<file path="src/rtl/wb_pkg.sv">
// Shared definitions for the register-file write-port arbiter.
package wb_pkg;

    localparam int WB_DATA_W = 32;
    localparam int WB_ADDR_W = 5;

    // Winner of the write port in the current cycle
    typedef enum logic [1:0] {
        GNT_NONE  = 2'd0,
        GNT_PIPE  = 2'd1,
        GNT_MC    = 2'd2,
        GNT_FORCE = 2'd3
    } gnt_e;

endpackage

</file>
<file path="src/rtl/wb_result_fifo.sv">
// Small synchronous FIFO holding {addr,data} multi-cycle results.
// The head is read straight from storage, so a pushed entry becomes
// visible only in the cycle after the push (no fall-through).
module wb_result_fifo #(
    parameter int WIDTH = 37,
    parameter int DEPTH = 2
) (
    input  logic                       clk,
    input  logic                       rst_n,
    input  logic                       push,
    input  logic                       pop,
    input  logic [WIDTH-1:0]           din,
    output logic                       full,
    output logic                       empty,
    output logic [$clog2(DEPTH):0]     count,
    output logic [WIDTH-1:0]           head
);

    localparam int PW = $clog2(DEPTH);
    localparam int CW = PW + 1;

    logic [WIDTH-1:0] mem_q [DEPTH];
    logic [PW-1:0]    wr_ptr_q, wr_ptr_d;
    logic [PW-1:0]    rd_ptr_q, rd_ptr_d;
    logic [CW-1:0]    count_q, count_d;
    logic             do_push, do_pop;

    assign full    = (count_q == CW'(DEPTH));
    assign empty   = (count_q == '0);
    assign count   = count_q;
    assign head    = mem_q[rd_ptr_q];
    // Guard against overflow/underflow even if the caller misbehaves
    assign do_push = push && !full;
    assign do_pop  = pop && !empty;

    // Pointer and occupancy next-state; depth is a power of two so pointers wrap
    always_comb begin
        wr_ptr_d = wr_ptr_q;
        rd_ptr_d = rd_ptr_q;
        count_d  = count_q;
        if (do_push) wr_ptr_d = wr_ptr_q + 1'b1;
        if (do_pop)  rd_ptr_d = rd_ptr_q + 1'b1;
        case ({do_push, do_pop})
            2'b10:   count_d = count_q + 1'b1;
            2'b01:   count_d = count_q - 1'b1;
            default: count_d = count_q;
        endcase
    end

    // Control state; cleared asynchronously so reset empties the buffer at once
    always_ff @(posedge clk or negedge rst_n) begin
        if (!rst_n) begin
            wr_ptr_q <= '0;
            rd_ptr_q <= '0;
            count_q  <= '0;
        end else begin
            wr_ptr_q <= wr_ptr_d;
            rd_ptr_q <= rd_ptr_d;
            count_q  <= count_d;
        end
    end

    // Entry storage; contents are don't-care while not counted
    always_ff @(posedge clk) begin
        if (do_push) mem_q[wr_ptr_q] <= din;
    end

endmodule

</file>
<file path="src/rtl/wb_port_arbiter.sv">
// Shares the register-file write port between pipeline write-back and
// buffered multi-cycle results. Pipeline wins unless a buffered result
// has been passed over STARVE_MAX times, in which case the pipeline is
// stalled for one slot.
module wb_port_arbiter
    import wb_pkg::*;
#(
    parameter int DATA_W     = WB_DATA_W,
    parameter int ADDR_W     = WB_ADDR_W,
    parameter int FIFO_DEPTH = 2,
    parameter int STARVE_MAX = 4
) (
    input  logic                          clk,
    input  logic                          rst_n,
    input  logic                          RegWrite,
    input  logic [ADDR_W-1:0]             writeReg,
    input  logic [DATA_W-1:0]             outMuxWb,
    input  logic                          mcValid,
    output logic                          mcReady,
    input  logic [ADDR_W-1:0]             mcReg,
    input  logic [DATA_W-1:0]             mcData,
    output logic                          stallPipe,
    output logic                          rfWe,
    output logic [ADDR_W-1:0]             rfAddr,
    output logic [DATA_W-1:0]             rfData,
    output logic [$clog2(FIFO_DEPTH):0]   fifoCount
);

    localparam int SW = $clog2(STARVE_MAX + 1);
    localparam logic [SW-1:0] STARVE_LIM = SW'(STARVE_MAX);

    gnt_e              gnt;
    logic              pipe_req;
    logic              fifo_full, fifo_empty;
    logic              mc_push, mc_pop;
    logic [ADDR_W-1:0] head_addr;
    logic [DATA_W-1:0] head_data;
    logic [SW-1:0]     starve_q, starve_d;
    logic              rf_we_q, rf_we_d;
    logic [ADDR_W-1:0] rf_addr_q, rf_addr_d;
    logic [DATA_W-1:0] rf_data_q, rf_data_d;

    // Register 0 is hardwired; such writes are swallowed on both sides
    assign pipe_req = RegWrite && (writeReg != '0);
    // Ready comes from registered occupancy only: a full FIFO refuses even while popping
    assign mcReady  = !fifo_full;
    assign mc_push  = mcValid && mcReady && (mcReg != '0);

    wb_result_fifo #(
        .WIDTH (ADDR_W + DATA_W),
        .DEPTH (FIFO_DEPTH)
    ) u_fifo (
        .clk   (clk),
        .rst_n (rst_n),
        .push  (mc_push),
        .pop   (mc_pop),
        .din   ({mcReg, mcData}),
        .full  (fifo_full),
        .empty (fifo_empty),
        .count (fifoCount),
        .head  ({head_addr, head_data})
    );

    // Port grant: forced MC slot, then pipeline, then idle-slot drain
    always_comb begin
        gnt = GNT_NONE;
        if (pipe_req && !fifo_empty && (starve_q == STARVE_LIM)) gnt = GNT_FORCE;
        else if (pipe_req)                                     gnt = GNT_PIPE;
        else if (!fifo_empty)                                  gnt = GNT_MC;
    end

    assign stallPipe = (gnt == GNT_FORCE);
    assign mc_pop    = (gnt == GNT_MC) || (gnt == GNT_FORCE);

    // Starvation count: pipeline wins over a waiting entry, reset by any pop
    always_comb begin
        starve_d = starve_q;
        if (mc_pop)
            starve_d = '0;
        else if ((gnt == GNT_PIPE) && !fifo_empty && (starve_q != STARVE_LIM))
            starve_d = starve_q + 1'b1;
    end

    // Write-port next values; address/data hold when idle to avoid toggling
    always_comb begin
        rf_we_d   = (gnt != GNT_NONE);
        rf_addr_d = rf_addr_q;
        rf_data_d = rf_data_q;
        if (gnt == GNT_PIPE) begin
            rf_addr_d = writeReg;
            rf_data_d = outMuxWb;
        end else if (mc_pop) begin
            rf_addr_d = head_addr;
            rf_data_d = head_data;
        end
    end

    // Registered write port and starvation counter
    always_ff @(posedge clk or negedge rst_n) begin
        if (!rst_n) begin
            starve_q  <= '0;
            rf_we_q   <= 1'b0;
            rf_addr_q <= '0;
            rf_data_q <= '0;
        end else begin
            starve_q  <= starve_d;
            rf_we_q   <= rf_we_d;
            rf_addr_q <= rf_addr_d;
            rf_data_q <= rf_data_d;
        end
    end

    assign rfWe   = rf_we_q;
    assign rfAddr = rf_addr_q;
    assign rfData = rf_data_q;

endmodule

</file>
<file path="config.mk">
export PLATFORM = sky130hd
export DESIGN_NAME = wb_port_arbiter
export DESIGN_NICKNAME = d
export VERILOG_FILES = /design/src/rtl/wb_pkg.sv /design/src/rtl/wb_result_fifo.sv /design/src/rtl/wb_port_arbiter.sv
export SDC_FILE = /design/constraint.sdc
export NUM_CORES = 1
export LEC_CHECK = 0
export CAP_MARGIN = 20
export CORE_MARGIN = 10
export CORE_UTILIZATION = 50
export DETAILED_ROUTE_END_ITERATION = 7
export GPL_TIMING_DRIVEN = 0
export PLACE_DENSITY = 0.79
export SYNTH_ARGS = -nofsm -noshare
export SYNTH_HDL_FRONTEND = slang
export SYNTH_SLANG_ARGS = --single-unit
export TNS_END_PERCENT = 1
</file>
<file path="constraint.sdc">
create_clock -name clk -period 3.8 [get_ports clk]
set_clock_uncertainty 0.1 [all_clocks]
set_input_delay 0.76 -clock clk [delete_from_list [all_inputs] [get_ports clk]]
set_output_delay 0.76 -clock clk [all_outputs]
set_load 0.02 [all_outputs]
</file>
==> flow_summary.toml <==
[global_routing]
grt_util_all_layers_pct = 19.04
grt_antenna_before_repair = 0
grt_pass1_vias = 4323
grt-ovfl-total = 0
grt_max_degree = 29
grt_pass1_wl_um = 22360

[sta]
period_needed_ps = 3737
max_slew_margin_pct = 48.84
finalSetupTns_ps = 0
fin_crit_sh_pct = 98.34
maxClockFrequency_mhz = 267.6
post-route-worst-setup-slack_ps = 62.98
setup_viol = 0
rsz0062_at_grt = "false"
slew_violations = 0
finalHoldViolCount = 0
hold-worst-slack_ps = 163.3
tightest_slew_ps = 767.3

[routing]
final_antenna_net_count = 0
first_pass_iters = 5
dr_total_vias = 3963
wl_um = 14590
drc = 0
wl_per_cell_um = 20.87
vias_per_cell = 5.670
drt_iter0_drc = 329

[synthesis]
synth_area_um2 = 5345
seq_area_frac_synth_pct = 62.64
synth-async-reset-ratio_pct = 37.82
synth_cells = 408
yosysWarningCount = 0
synth_edf_count = 74
synth-seq-cells = 119
ys.flop_type = "edfxtp_1"
synth_fp_nets = 489
synth_cell_type_count = 29
syn_avg_cell_area_um2 = 13.10

[clocking]
clock_latency_ps = 510
root_buffer = "clkbuf_8"
postCtsHoldBufs = 0
clkSlewWorstSetupHoldPaths_ps = 50
cts_tree = "yes"
htree_levels = 4
cts_buffers = 17
cts_buffer_depth = 2
cts.sinks = 119

[setup_path]
critPathCapture = "stallPipe"
worstPathMaxFanout = 10
worstSetupStartpoint = "writeReg[1]"
critPathBufInv = 3
required_ps = 2940
endpoint_kind = "primary output"
max_stage_delay_ps = 580
rr_worst_depth = 8
path_class = "primary input to primary output"
slowest_stage = "or4_4"
startpoint_type = "primary input"
rrSetupSlack_ps = 1290
r2r-start = "starve_q[0]"
path_common_cell = "clkdlybuf4s50_1"
crit_family = "buffers and inverters"
cp.depth = 6
r2r_end = "rfData[4]"
crit_chain = "clkdlybuf4s50_1 > or4_4 > o21ai_4 > buf_4 > nor3_1 > clkdlybuf4s50_1"
crit_arrival_ps = 2880

[placed_design]
pre_cts_slack_ps = -94.79
dp.final_hpwl_um = 10170
portBuffers = 119
dp_cells = 666
gp_congestion = 0.8078

[finish]
layout-drive-gt1-share_pct = 8.881
n_fill_cell = 740
final_common_cell = "clkdlybuf4s50_1"
fin_cells = 699
layout_common_cells = "clkdlybuf4s50_1, nand2_1, edfxtp_1"
final_nets = 631
diodes = 0
area_growth_pct = 37.73

[floorplan]
die_y_um = 123.4
core_um2 = 10370
initial_utilization_pct = 51.54
ioPinCount = 120
num_rows = 37
die_w_um = 123.4
die_area_um2 = 15230

[outcome]
status = "completed"

[worst_hold_path]
min_path_type = "primary input to async pin"

[job]
maxCapViolCount = 0

[power_and_ir_drop]
total_power_mw = 5.638
power_density_nw_per_um2 = 765.8
p_leak_nw = 2.887
ir_drop_mv = 0.4360
[cell usage after synthesis, types with 2 or more instances]
master | number | area share, %
buf_1 | 4 | 0.28
ha_1 | 3 | 0.70
inv_1 | 3 | 0.21
xor2_1 | 2 | 0.33
a21o_1 | 2 | 0.28
nor2_1 | 5 | 0.35
nand2_1 | 78 | 5.5
o31ai_1 | 2 | 0.28
dfrtp_1 | 45 | 21
mux2i_1 | 37 | 6.9
o311a_1 | 37 | 6.9
or3_1 | 37 | 4.3
xnor2_1 | 3 | 0.49
edfxtp_1 | 74 | 42
clkbuf_1 | 18 | 1.3
a21bo_1 | 36 | 6.7
buf_2 | 10 | 0.94
[logic make-up after synthesis]
kind of cell | share of synthesized area (%)
compound gates | 14.98
xor+xnor | 0.8194
fa+ha+maj | 0.7023
buf+inv | 2.832
flops | 62.64
mux | 6.929
simple gates | 11.10
[report_power, final]
group	switching (mW)	internal (mW)
Sequential	0.175	1.78
Combinational	1.20	0.965
Clock	0.540	0.978
Total	1.91	3.72
[sequential cells by signal, indices dropped and copies added (netlist names)]
signal / count
u_fifo.wr_ptr_q: 1
u_fifo.mem_q: 74
rfAddr: 5
u_fifo.rd_ptr_q: 1
rfData: 32
rfWe: 1
u_fifo.count: 2
starve_q: 3
[worst min-delay path by stage]
| stage | from | cells past startpoint | slack (ps) | endpoint |
|---|---|---|---|---|
| floorplan | rst_n | 0 | 360 | rfAddr[0] |
| global placement | u_fifo.wr_ptr_q | 1 | 380 | u_fifo.wr_ptr_q |
| detailed placement | starve_q[2] | 1 | 410 | starve_q[2] |
| CTS | rst_n | 1 | 160 | rfData[17] |
| global route | rst_n | 1 | 180 | rfData[2] |
| finish | rst_n | 1 | 160 | rfData[16] |
[worst register-to-register path: stages (launching register included)]
cell and delay [ps]:
dfrtp_1 420, inv_1 80, ha_1 170, nand2_1 130, nor2_1 260, clkbuf_1 470
clkbuf_1 470, nand2_1 130, o311a_1 160
[layer usage]
layer  vias to the layer above  GRT usage (%)  wire (um)
met5                         -              0          0
met1                      1971          22.99       5941
met3                         9          6.062       1116
met2                       154          31.76       7450
met4                         0          6.114         78
li1                       1829              -          -
[what timing repair did]
| item | 4_1_cts | 5_1_grt |
|---|---|---|
| buffers inserted | 1 | 0 |
| setup endpoints to repair | 1 | 0 |
| gates resized for setup | 1 | 0 |
[cell type report]
cell class / count / area (um^2) / share of cell area, %
Buffer: 33 / 142.6 / 1.937
Clock buffer: 23 / 466.7 / 6.339
Clock inverter: 9 / 101.3 / 1.377
Inverter: 3 / 11.26 / 0.1530
Multi-Input combinational cell: 253 / 1861 / 25.27
Sequential cell: 119 / 3348 / 45.48
Tap cell: 136 / 170.2 / 2.311
Timing Repair Buffer: 123 / 1261 / 17.13
[stage by stage]
step	instance area, um^2	util (%)
detailed placement	6784	65.42
global placement	6706	64.67
finish	7362	70.99
CTS	7362	70.99
floorplan	5345	-
global route	7362	70.99
Power figures use the tool's default switching activity.
